[config.mk]
export PLATFORM = sky130hd
export DESIGN_NAME = tetris_yigin
export DESIGN_NICKNAME = d
export VERILOG_FILES = /design/src/rtl/tetris_yigin.sv
export SDC_FILE = /design/constraint.sdc
export NUM_CORES = 1
export LEC_CHECK = 0
export CAP_MARGIN = 20
export CORE_UTILIZATION = 40
export DETAILED_ROUTE_END_ITERATION = 12
export GPL_ROUTABILITY_DRIVEN = 0
export PLACE_DENSITY_LB_ADDON = 0.12
export SLEW_MARGIN = 20
export SYNTH_ARGS = -nofsm -noshare
export SYNTH_HDL_FRONTEND = slang
export SYNTH_SLANG_ARGS = --single-unit
export TNS_END_PERCENT = 50
[constraint.sdc]
create_clock -name clk -period 3.1 [get_ports clk]
set_clock_uncertainty 0.2 [all_clocks]
set_input_delay 0.31 -clock clk [delete_from_list [all_inputs] [get_ports clk]]
set_output_delay 0.31 -clock clk [all_outputs]
set_load 0.05 [all_outputs]
[src/rtl/tetris_yigin.sv]
// Column-stack tracker: each accepted piece mask adds one cell per selected column; after
// CEVRIM_SAYISI accepts the tallest column is reported. Define SATIR_SIL_EN for full-row clearing.
module tetris_yigin #(
  parameter  int SUTUN         = 3,
  parameter  int CEVRIM_SAYISI = 16,
  parameter  int YW            = 5,
  localparam int CW            = $clog2(CEVRIM_SAYISI + 1),
  localparam int SW            = $clog2(SUTUN)
) (
  input  logic             clk,
  input  logic             rst_n,
  input  logic             basla,
  input  logic             parca_gecerli,
  input  logic [SUTUN-1:0] parca,
  output logic [YW-1:0]    yukseklik,
  output logic [SW-1:0]    en_sutun,
  output logic [CW-1:0]    cevrim,
  output logic             bitti_mi,
  output logic [YW-1:0]    silinen
);

  typedef enum logic [1:0] {BOSTA, OYUN, HESAP, BITTI} state_t;

  localparam logic [YW-1:0] HMAX = '1;

  state_t                      state_q, state_d;
  logic [SUTUN-1:0][YW-1:0]    h_q, h_d;
  logic [CW-1:0]               cev_q, cev_d;
  logic [YW-1:0]               yuk_q, yuk_d;
  logic [SW-1:0]               en_q, en_d;
  logic [YW-1:0]               sil_q, sil_d;

  logic [SUTUN-1:0][YW-1:0]    h_add, h_acc;
  logic [YW-1:0]               sil_acc;
  logic [YW-1:0]               mx;
  logic [SW-1:0]               mi;

  // Saturating add, then optional full-row clear on the same edge.
  always_comb begin
    for (int i = 0; i < SUTUN; i++)
      h_add[i] = (parca[i] && h_q[i] != HMAX) ? h_q[i] + 1'b1 : h_q[i];
`ifdef SATIR_SIL_EN
    begin
      logic tam;
      tam = 1'b1;
      for (int i = 0; i < SUTUN; i++)
        if (h_add[i] == '0) tam = 1'b0;
      for (int i = 0; i < SUTUN; i++)
        h_acc[i] = tam ? h_add[i] - 1'b1 : h_add[i];
      sil_acc = (tam && sil_q != HMAX) ? sil_q + 1'b1 : sil_q;
    end
`else
    h_acc   = h_add;
    sil_acc = '0;
`endif
  end

  // Strict compare keeps the lowest index on ties.
  always_comb begin
    mx = h_q[0];
    mi = '0;
    for (int i = 1; i < SUTUN; i++)
      if (h_q[i] > mx) begin
        mx = h_q[i];
        mi = SW'(i);
      end
  end

  always_comb begin
    state_d = state_q;
    h_d     = h_q;
    cev_d   = cev_q;
    yuk_d   = yuk_q;
    en_d    = en_q;
    sil_d   = sil_q;
    case (state_q)
      BOSTA, BITTI: begin
        if (basla) begin
          h_d     = '0;
          cev_d   = '0;
          sil_d   = '0;
          state_d = OYUN;
        end
      end
      OYUN: begin
        if (parca_gecerli) begin
          h_d   = h_acc;
          cev_d = cev_q + 1'b1;
          sil_d = sil_acc;
          if (cev_q == CW'(CEVRIM_SAYISI - 1)) state_d = HESAP;
        end
      end
      HESAP: begin
        yuk_d   = mx;
        en_d    = mi;
        state_d = BITTI;
      end
      default: state_d = BOSTA;
    endcase
  end

  always_ff @(posedge clk or negedge rst_n) begin
    if (!rst_n) begin
      state_q <= BOSTA;
      h_q     <= '0;
      cev_q   <= '0;
      yuk_q   <= '0;
      en_q    <= '0;
      sil_q   <= '0;
    end else begin
      state_q <= state_d;
      h_q     <= h_d;
      cev_q   <= cev_d;
      yuk_q   <= yuk_d;
      en_q    <= en_d;
      sil_q   <= sil_d;
    end
  end

  assign yukseklik = yuk_q;
  assign en_sutun  = en_q;
  assign cevrim    = cev_q;
  assign bitti_mi  = (state_q == BITTI);
  assign silinen   = sil_q;

endmodule

# ---- Word level (Yosys, flattened, before mapping)
# Index checks and enable logic that the tools add are counted.
dict set report totals {
  ff_bits 34
  in_bits 7
  out_inout_bits 18
  wordCells 57
}
dict set report classes {
  n_addsub 4
  magnitude_cmp 2
  n_eq_ne 13
  mux 19
  n_reduce_logical 11
}
# op n
set ops {}
lappend ops {{5-bit two-way mux} 8}
lappend ops {{15-bit two-way mux} 2}
lappend ops {{15-bit case mux with 2 select lines} 1}
lappend ops {{5-bit by 1-bit adder with 5-bit output (second input constant)} 4}
lappend ops {{5-bit case mux with 2 select lines} 2}
lappend ops {{5-bit inequality test (second input constant)} 3}
lappend ops {{2-bit inequality test (second input constant)} 6}
lappend ops {{4-bit AND reduction} 3}
lappend ops {{5-bit > comparator} 2}
lappend ops {{2-bit two-way mux} 4}
lappend ops {{2-bit case mux with 3 select lines} 1}
lappend ops {{3-bit AND reduction} 2}
lappend ops {{5-bit by 4-bit equality test with 1-bit output (second input constant)} 1}
lappend ops {{2-bit equality test (second input constant)} 2}
lappend ops {{1-bit logical AND} 3}
lappend ops {{2-bit by 1-bit equality test with 1-bit output (second input constant)} 1}
lappend ops {{2-bit zero test} 1}
lappend ops {{2-bit nonzero test} 1}
lappend ops {{2-bit OR reduction} 1}
lappend ops {{1-bit two-way mux} 1}

# ---- Logic depth before layout (Yosys ltp)
# Gate-level depths: netlist (run 1).
dict set report depth {
  depth_word 5
  depth_mapped 13
  mapped_depth_nobuf 13
}

# ---- Worst setup path before layout (run 1)
# OpenSTA, ideal clock, no wires.
dict set report synth_timing {
  kind {register -> register}
  startpoint {register h_q[2] (netlist bit)}
  endpoint {register yuk_q[4] (netlist: yukseklik[4])}
  setup_ps 120
  arrival_ps 2832
  t_required_ps 2780
  setup_slack_ps -52
  path_stages_with_launch 14
  n_path_buf 0
  synth_period_minus_slack_ps 3152
  path_cell_list {dfrtp_1 inv_1 ha_1 and4_4 a221o_1 nor2_1 mux2_2 inv_1 ha_1 a21oi_1 o221ai_1 o21ai_1 o2bb2ai_1 a31o_2}
}
dict set report synth_via {
  elab_chain_cells 4
}
# element line_no
set synth_lines {}
lappend synth_lines {{start, declared} 27} ;# logic [SUTUN-1:0][YW-1:0] h_q, h_d;
lappend synth_lines {{start signal, assigned} 105} ;# h_q <= '0;
lappend synth_lines {{start signal, assigned} 112} ;# h_q <= h_d;
lappend synth_lines {{5-bit > comparator} 63} ;# if (h_q[i] > mx) begin
lappend synth_lines {{5-bit two-way mux *} 63}
lappend synth_lines {{5-bit > comparator} 63}
lappend synth_lines {{5-bit two-way mux *} 63}
lappend synth_lines {{end signal, assigned} 114} ;# yuk_q <= yuk_d;
lappend synth_lines {{end, declared} 29} ;# logic [YW-1:0] yuk_q, yuk_d;
# Every way passes the cells marked *; elsewhere a longest branch is shown, timed or not.
# A chain may end at the register's enable or synchronous reset.

# ---- Worst setup path after layout (run 1)
dict set report layout_timing {
  startpoint {register h_q[6] (netlist bit)}
  endpoint {register yuk_q[4] (netlist: yukseklik[4])}
}
# The elaborated chain is that of the path after synthesis.

==> metrics.txt, run 1 <==
outcome=finished with violations; violated checks=negative setup slack; critical path type=reg2reg; Yosys top cell area share=between 30% and 40%; register area=approximately 730 sq um; worst vdd ir=0.420 mV; power density cells=between 800 and 900 mW/mm^2; synthesized area=0.00183 sq mm; Pre-Repair DR Iteration Count=4; final hold vios=0; worst-margin pin slew=approximately 0.5 ns; Core ar.=0.00438 sq mm; Yosys warning count=0; total number of vias=1469; CTS Hold Buffers Added=0; WL final=between 3000 and 4000 um; Syn-to-layout area delta=32.5%; gr ovfl total=0; Nets=~260; Critical Path AT=around 3.2 ns; Synth async-reset ratio=between 90% and 100%; setup ws final=-0.0871 ns; HPWL Detailed=around 2900 um; DRC viols=0; vias in the first global route=between 1000 and 1500; Finished Cell Area=about 0.0024 sq mm; layout cell share with drive strength beyond 1=between 20% and 30%; Starting Density=between 40% and 50%; P_leak=1.15 nW; Final Max Slew Viols=0; largest area contributor in the netlist=dfrtp_1; ys flop type=dfrtp_1; row count=24; Seq/Total Area, Yosys=about two fifths; io pins=25; synthesized area per cell=approximately 9.9 sq um; Post-Place Worst Slack=-0.0513 ns; reg2reg setup slack=-0.09 ns; Achievable Freq=about 0.31 GHz; TNS Setup=-0.437 ns; CTS Buf Count=5; Yosys cell types=40; antenna violations before repair=0; Synth area leaders=dfrtp_1, ha_1, nor2_1, inv_1, nand2_1; min-delay worst type=in2async; filler cell count=slightly below 400; Diodes inserted=0; total die area=slightly below 0.005 sq mm; Final Cycle Share=103%; Multi-input gate area=between 0.001 and 0.0015 sq mm; Die Ht=between 60 and 70 um; first-pass GRT wire length=between 6000 and 7000 um; root buf cell=clkbuf_8; WHS=0.221 ns; count leader, synth=dfrtp_1; Clock Pin Slew Worst Setup and Hold Paths=around 0.060 ns; final setup fails=6; Post-Synthesis Cells=between 150 and 200; final worst path period need=3.19 ns; post-DR vias/cell=around 5.2; CTS Buffer Depth=2; Worst-Skew Late Latency=~0.27 ns; PortBufs=19; Rel. slew slack=~66%; wire length per cell=approximately 14 um; top fanout value on the critical path=5; CTS tree=yes; crit path capture type=flip-flop; Finished Layout Cells=roughly 290; htree depth=2; RSZ-0062 raised after global routing=true; Critical Path Source Type=flip-flop; FF+latch count, synth=29; MaxCap Viol Count=0; largest net degree at the start of global routing=30; Routed Antenna Nets=0; clk sinks=29; EDFF count, synth=0; Post-synth top cells=dfrtp_1, ha_1, nor2_1; Worst Path Required=about 3.1 ns; Die Wd=69.6 um; # placed instances=~270; Overall Global Routing Usage=18.1%; DRT iter0 DRCs=between 40 and 50; Cell Area, Placed=0.00217 sq mm
==> cell families (layout without fill, tap and decap cells) <==
family          after synthesis  after routing  synth area share [%]
fa+ha+maj                    22             22                  15.1
compound gates               35             36                  14.2
simple gates                 59             59                  16.0
mux                           9              9                  5.27
other cells                   1              5                 0.205
flops                        29             29                  39.7
buf+inv                      23             66                  6.16
xor+xnor                      7              7                  3.36
==> cell type report <==
type                       instances  area share (%)
multi-input combinational        138            45.5
tap                               52            2.69
clock inverter                     1           0.207
clock buffer                       7            3.98
timing repair buffer              43            15.3
sequential                        29            30.0
inverter                          15            2.33
==> placed cells by master (no fill, tap or decap), types with 2 or more instances in the layout <==
cell type / count
a21oi_1: 4
a21oi_2: 3
a22o_1: 6
a31o_2: 2
and3_1: 4
buf_4: 24
clkbuf_8: 7
clkdlybuf4s50_1: 19
conb_1: 5
dfrtp_1: 29
ha_1: 19
ha_4: 3
inv_1: 13
inv_2: 2
mux2_2: 3
mux2i_2: 4
nand2_1: 15
nand2b_1: 3
nand3_1: 5
nand4_1: 2
nand4b_1: 2
nor2_1: 17
nor2b_1: 4
nor3_1: 2
o21ai_0: 3
o21ai_1: 2
o21ai_4: 2
o21bai_1: 3
o22ai_1: 2
o2bb2ai_1: 3
xnor2_1: 3
xor2_1: 4
==> flip-flops by register name, indices dropped and copies added (netlist names) <==
signal	cells
yukseklik	5
state_q	2
cevrim	5
en_sutun	2
h_q	15
==> worst max-delay path, stage by stage, from the launching register on <==
cell and delay, ns:
dfrtp_1 0.40, ha_1 0.30, and4_4 0.18, a221o_1 0.34
o21ai_4 0.23, mux2i_2 0.26, ha_1 0.29, buf_4 0.15
a21oi_2 0.14, o221ai_2 0.16, o21ai_4 0.14, o2bb2ai_1 0.09
a31o_2 0.21
==> routing by layer <==
layer / global-route usage [%] / wire, um
met1: 23.3 / 1950
met2: 28.3 / 1860
met3: 4.22 / 121
met4: 9.52 / 67
met5: 0 / 0
==> final timing paths <==
kind | start | end | cells after the start
worst max-delay path | h_q[6] | yukseklik[4] | 12
worst min-delay path | rst_n | h_q[11] | 2
worst max register to register | h_q[6] | yukseklik[4] | 12
worst min register to register | en_sutun[1] | en_sutun[1] | 2
max in group asynchronous | rst_n | h_q[6] | 2
min in group clk | en_sutun[1] | en_sutun[1] | 2
==> through the flow <==
step	total power, W	util, %
after floorplan	0.00131	-
after global placement	0.00156	49.5
after detailed placement	0.00158	49.5
after CTS	0.00203	53.3
after global routing	0.00227	55.2
final	0.00212	55.2
==> where the power goes <==
part	switching [W]	leakage, nW	internal (W)
Clock	0.000144	0.0542	0.000200
Sequential	0.0000635	0.393	0.000451
Combinational	0.000741	0.707	0.000525
Total	0.000948	1.15	0.00118
==> what timing repair did <==
action | CTS | global route
pin swaps | 9 | 11
gates resized for setup | 7 | 11
endpoints found under the setup margin | 5 | 7
gates cloned | 1 | 0
buffers inserted | 4 | 3
Power figures use the tool's default switching activity.
==> run 2: changes to the inputs <==
- CORE_MARGIN: not set -> 2
- clock period: 3.1 -> 3.24 ns (I/O delays scaled with it)
==> run 2 against run 1 <==
Effect of this change:
- the run still ends with negative setup slack left
- non-clock buffer count fell by 6
- core utilization fell by 2.0 points
- count of clock-buffer cells in the layout did not move
- worst setup slack improved by 0.047 ns
- sequential cell count unchanged
- largest cell class unchanged
==> metrics.txt, run 2 (same netlist as run 1, synthesis figures left out) <==
Diodes inserted=0 (unchanged); final worst path period need=3.28 ns (was 3.19 ns); antenna violations before repair=0 (unchanged); WHS=0.227 ns (was 0.221 ns); TNS Setup=-0.0689 ns (was -0.437 ns); Rel. slew slack=66.1% (was 66.5%); Nets=254 (was 261); Seq pwr share=26.1% (was 24.2%); Multi-input gate area=0.00108 sq mm (was 0.00110 sq mm); Core ar.=0.00438 sq mm (unchanged); CTS Hold Buffers Added=0 (unchanged); root buf cell=clkbuf_8 (unchanged); source of the critical timing path=h_q[8] (was h_q[6]); Pre-Repair DR Iteration Count=4 (unchanged); DRC viols=0 (unchanged); total die area=0.00512 sq mm (was 0.00484 sq mm); final setup fails=3 (was 6); setup ws final=-0.0397 ns (was -0.0871 ns); WL met2=2020 um (was 1860 um); Sw Share=45.3% (was 44.6%); commonest non-fill, non-tap cells in the layout=dfrtp_1, ha_1, clkdlybuf4s50_1, nor2_1, buf_4 (was dfrtp_1, buf_4, ha_1, clkdlybuf4s50_1, nor2_1); crit path capture type=flip-flop (unchanged); P_leak=1.12 nW (was 1.15 nW); Final Cycle Share=101% (was 103%); max reg flops=15 (unchanged); power density cells=812 mW/mm^2 (was 877 mW/mm^2); gr ovfl total=0 (unchanged); min-delay worst type=in2async (unchanged); # placed instances=262 (was 269); critical path type=reg2reg (unchanged); worst setup path endpoint=yukseklik[4] (unchanged); clk sinks=29 (unchanged); Top Metal Used=met4 (unchanged); wire length per cell=15.1 um (was 14.0 um); post-DR vias/cell=5.38 (was 5.15); CTS Buffer Depth=2 (unchanged); DRT iter0 DRCs=39 (was 42); first-pass GRT wire length=6790 um (was 6800 um); switching power=0.000859 W (was 0.000948 W); register area=726 sq um (unchanged); filler cell count=387 (was 392); reg2reg setup slack=-0.04 ns (was -0.09 ns); violated checks=negative setup slack (unchanged); final hold vios=0 (unchanged); layout cell share with drive strength beyond 1=20.9% (was 24.9%); CTS Buf Count=5 (unchanged); Die Ht=71.6 um (was 69.6 um); top fanout value on the critical path=5 (unchanged); io pins=25 (unchanged); Die Wd=71.6 um (was 69.6 um); Biggest register=h_q (unchanged); htree depth=2 (unchanged); R2R Path End=yukseklik[4] (unchanged); Final Max Slew Viols=0 (unchanged); PortBufs=19 (unchanged); Worst Path Required=3.21 ns (was 3.06 ns); Combinational Power Share=58.1% (was 59.6%); Critical Path Source Type=flip-flop (unchanged); worst vdd ir=0.376 mV (was 0.420 mV); R2R depth=12 (unchanged); met3 routed WL=187 um (was 121 um); M1 wire length=1890 um (was 1950 um); Worst-Skew Late Latency=0.28 ns (was 0.27 ns); most common cell after layout, fill and taps aside=dfrtp_1 (unchanged); WL final=4170 um (was 4000 um); RSZ-0062 raised after global routing=true (unchanged); Critical Path AT=3.25 ns (was 3.15 ns); r2r startpoint=h_q[8] (was h_q[6]); total number of vias=1489 (was 1469); largest net degree at the start of global routing=30 (unchanged); Pint=0.00104 W (was 0.00118 W); Routed Antenna Nets=0 (unchanged); Clock Pin Slew Worst Setup and Hold Paths=0.06 ns (about the same); vias in the first global route=1467 (was 1459); MaxCap Viol Count=0 (unchanged); Starting Density=41.7% (unchanged); Achievable Freq=0.305 GHz (was 0.314 GHz); HPWL Detailed=2910 um (about the same); Clk pwr share=15.9% (was 16.2%); Overall Global Routing Usage=17.1% (was 18.1%); worst-margin pin slew=0.506 ns (was 0.501 ns); Finished Layout Cells=277 (was 285); Syn-to-layout area delta=27.7% (was 32.5%); outcome=finished with violations (unchanged); row count=24 (unchanged); CTS tree=yes (unchanged)
==> run 2: cell type report <==
type / instances / share of cell area, %
clock buffers: 7 / 3.70
inverters: 15 / 2.41
multi-input cells: 137 / 46.2
flip-flops and latches: 29 / 31.1
well taps: 52 / 2.79
repair buffers: 37 / 13.8
==> run 2: what timing repair did <==
action / in CTS / in global routing
resized for setup: 0 / 14
setup buffers: 0 / 7
endpoints found under the setup margin: 0 / 6
==> run 2: worst min path at each step <==
stage                     slack [ns]        start  depth (start not counted)           to
after global routing            0.26        rst_n                          2      h_q[14]
after detailed placement        0.28  en_sutun[1]                          2  en_sutun[1]
after global placement          0.27  en_sutun[1]                          2  en_sutun[1]
after CTS                       0.23        rst_n                          2      h_q[10]
after floorplan                -0.17        rst_n                          0    cevrim[0]
final                           0.23        rst_n                          2      h_q[14]
==> run 2: metrics by stage <==
| stage | setup slack, ns | utilization [%] | total power, W | cell area (sq um) |
|---|---|---|---|---|
| after floorplan | 0.0882 | - | 0.00124 | 1840 |
| after global placement | 0.0843 | 48.3 | 0.00148 | 2120 |
| after detailed placement | 0.0592 | 48.3 | 0.00150 | 2120 |
| after CTS | 0.0263 | 50.2 | 0.00181 | 2200 |
| after global routing | -0.141 | 53.2 | 0.00203 | 2330 |
| final | -0.0397 | 53.2 | 0.00190 | 2330 |
==> run 2: power by group through the flow <==
stage / Clock, W / Sequential (W) / Combinational (W)
after CTS: 0.000311 / 0.000492 / 0.00101
after global placement: 0 / 0.000496 / 0.000983
final: 0.000301 / 0.000494 / 0.00110
after floorplan: 0 / 0.000592 / 0.000645
after detailed placement: 0 / 0.000498 / 0.00100
after global routing: 0.000325 / 0.000505 / 0.00120
==> run 2: worst max-delay path: stages (launching register included) <==
cell and delay, ns:
dfrtp_1 0.41, ha_1 0.35, and4_4 0.17, a221o_1 0.37
o21ai_4 0.27, mux2i_2 0.27, ha_1 0.29, a21oi_2 0.14
o221ai_1 0.11, o21ai_1 0.14, buf_4 0.19, o2bb2ai_2 0.05
a31o_2 0.21
==> run 2: routing by layer <==
| metal | vias up | GRT usage (%) |
|---|---|---|
| li1 | 714 | - |
| met1 | 735 | 21.6 |
| met2 | 32 | 26.7 |
| met3 | 8 | 5.34 |
| met4 | 0 | 7.76 |
| met5 | - | 0 |
==> run 3: changes to the inputs <==
- RECOVER_POWER: not set -> 100
- SETUP_SLACK_MARGIN: not set -> 0.3
==> run 3 against run 2 <==
Effect of this change:
- the flow finishes with violations (max-capacitance violations, max-slew violations)
- critical path type unchanged
- register-to-register slack gained 0.12 ns
- global-route usage grew 1.0 points
- sequential cell count is the same
==> metrics.txt, run 3 (same netlist as run 1, synthesis figures left out) <==
Critical Path Source Type=flip-flop (unchanged); Routed Antenna Nets=0 (unchanged); vias in the first global route=1497 (was 1467); Final Cycle Share=97.4% (was 101%); root buf cell=clkbuf_8 (unchanged); filler cell count=406 (was 387); largest net degree at the start of global routing=30 (unchanged); Critical Path AT=3.13 ns (was 3.25 ns); Diodes inserted=0 (unchanged); row count=24 (unchanged); Overall Global Routing Usage=18.1% (was 17.1%); commonest non-fill, non-tap cells in the layout=dfrtp_1, ha_1, nor2_1, buf_4 (was dfrtp_1, ha_1, clkdlybuf4s50_1, nor2_1, buf_4); CTS Buf Count=5 (unchanged); CTS Buffer Depth=2 (unchanged); Pwr Total=0.00193 W (was 0.00190 W); wire length per cell=15.1 um (about the same); critical path type=reg2reg (unchanged); gr ovfl total=0 (unchanged); Multi-input gate area=0.00110 sq mm (was 0.00108 sq mm); final setup fails=0 (was 3); total number of vias=1468 (was 1489); post-DR vias/cell=5.26 (was 5.38); final hold vios=0 (unchanged); WL final=4210 um (was 4170 um); HPWL Detailed=2850 um (was 2910 um); Biggest register=h_q (unchanged); Die Wd=71.6 um (unchanged); DRT iter0 DRCs=71 (was 39); max reg flops=15 (unchanged); outcome=finished with violations (unchanged); Cell Area, Placed=0.00213 sq mm (was 0.00212 sq mm); Clock Pin Slew Worst Setup and Hold Paths=0.07 ns (was 0.06 ns); power density cells=817 mW/mm^2 (was 812 mW/mm^2); io pins=25 (unchanged); Nets=255 (was 254); RSZ-0062 raised after global routing=true (unchanged); Worst Path Required=3.22 ns (was 3.21 ns); Pre-Repair DR Iteration Count=4 (unchanged); htree depth=2 (unchanged); total die area=0.00512 sq mm (unchanged); PortBufs=19 (unchanged); register area=726 sq um (unchanged); DRC viols=0 (unchanged); Starting Density=41.7% (unchanged); Final Max Slew Viols=30 (was 0); Rel. slew slack=-10.3% (was 66.1%); most common cell after layout, fill and taps aside=dfrtp_1 (unchanged); Die Ht=71.6 um (unchanged); Achievable Freq=0.317 GHz (was 0.305 GHz); top fanout value on the critical path=4 (was 5); crit path capture type=flip-flop (unchanged); R2R depth=11 (was 12); layout cell share with drive strength beyond 1=20.7% (was 20.9%); clk sinks=29 (unchanged); final worst path period need=3.15 ns (was 3.28 ns); first-pass GRT wire length=7050 um (was 6790 um); Syn-to-layout area delta=29.2% (was 27.7%); Core ar.=0.00438 sq mm (unchanged); WHS Path Cells=2; P_leak=1.16 nW (was 1.12 nW); TNS Setup=0 ns (was -0.0689 ns); violated checks=max-capacitance violations, max-slew violations (was negative setup slack); Final Core Density=53.8% (was 53.2%); CTS tree=yes (unchanged); min-delay worst type=reg2reg (was in2async); MaxCap Viol Count=1 (was 0); worst-margin pin slew=1.65 ns (was 0.506 ns); Worst-Skew Late Latency=0.28 ns (about the same); Finished Cell Area=0.00236 sq mm (was 0.00233 sq mm); antenna violations before repair=0 (unchanged); CTS Hold Buffers Added=0 (unchanged); worst vdd ir=0.354 mV (was 0.376 mV)
==> run 3: report_power, final <==
group | leakage, nW | internal (W) | switching, W
clock network | 0.0542 | 0.000192 | 0.000144
registers | 0.393 | 0.000431 | 0.0000678
logic | 0.714 | 0.000412 | 0.000683
==> run 3: per-layer routing <==
| metal | global-route usage (%) | share of wire, % | up-vias |
|---|---|---|---|
| li1 | - | - | 726 |
| met5 | 0 | 0 | - |
| met4 | 7.34 | 1.7 | 0 |
| met2 | 29.7 | 48 | 24 |
| met3 | 4.78 | 3.3 | 7 |
| met1 | 22.7 | 47 | 711 |
==> run 3: final timing paths <==
kind                              startpoint            to  slack [ns]
worst min-delay path            yukseklik[0]  yukseklik[0]        0.30
max in group asynchronous              rst_n  yukseklik[1]        1.08
worst max register to register        h_q[2]  yukseklik[4]        0.09
worst min register to register  yukseklik[0]  yukseklik[0]        0.30
min in group asynchronous              rst_n       h_q[13]        0.79
worst max-delay path                  h_q[2]  yukseklik[4]        0.09
==> run 3: cell type report <==
class | count | share of cell area (%)
Sequential cell | 29 | 30.8
Tap cell | 52 | 2.76
Timing Repair Buffer | 37 | 13.3
Inverter | 15 | 2.39
Multi-Input combinational cell | 138 | 46.5
Clock inverter | 1 | 0.212
Clock buffer | 7 | 4.08
==> run 3: through the flow <==
| stage | setup WS (ns) | std cells | hold slack [ns] |
|---|---|---|---|
| 6_report | 0.0852 | 279 | 0.297 |
| 5_1_grt | -0.0226 | 279 | 0.344 |
| 4_1_cts | 0.0872 | 276 | 0.229 |
| 3_5_place_dp | -0.0252 | 261 | 0.286 |
| 3_3_place_gp | 0.0777 | 261 | 0.291 |
| 2_1_floorplan | 0.254 | 189 | -0.172 |
==> run 3: what timing repair did <==
item | CTS | global route
cloned | 1 | 0
setup endpoints to repair | 7 | 7
gates resized for setup | 11 | 3
pin swaps | 8 | 3
buffers inserted | 6 | 3
==> run 3: worst max-delay path, cell delays in order (launching register included) <==
cell	delay, ns
dfrtp_1	0.40
inv_2	0.09
ha_4	0.20
and4_4	0.19
a221o_1	0.35
o21ai_4	0.24
mux2i_2	0.30
ha_1	0.21
nand4_1	0.16
o221ai_2	0.32
o21ai_2	0.14
a31o_2	0.26
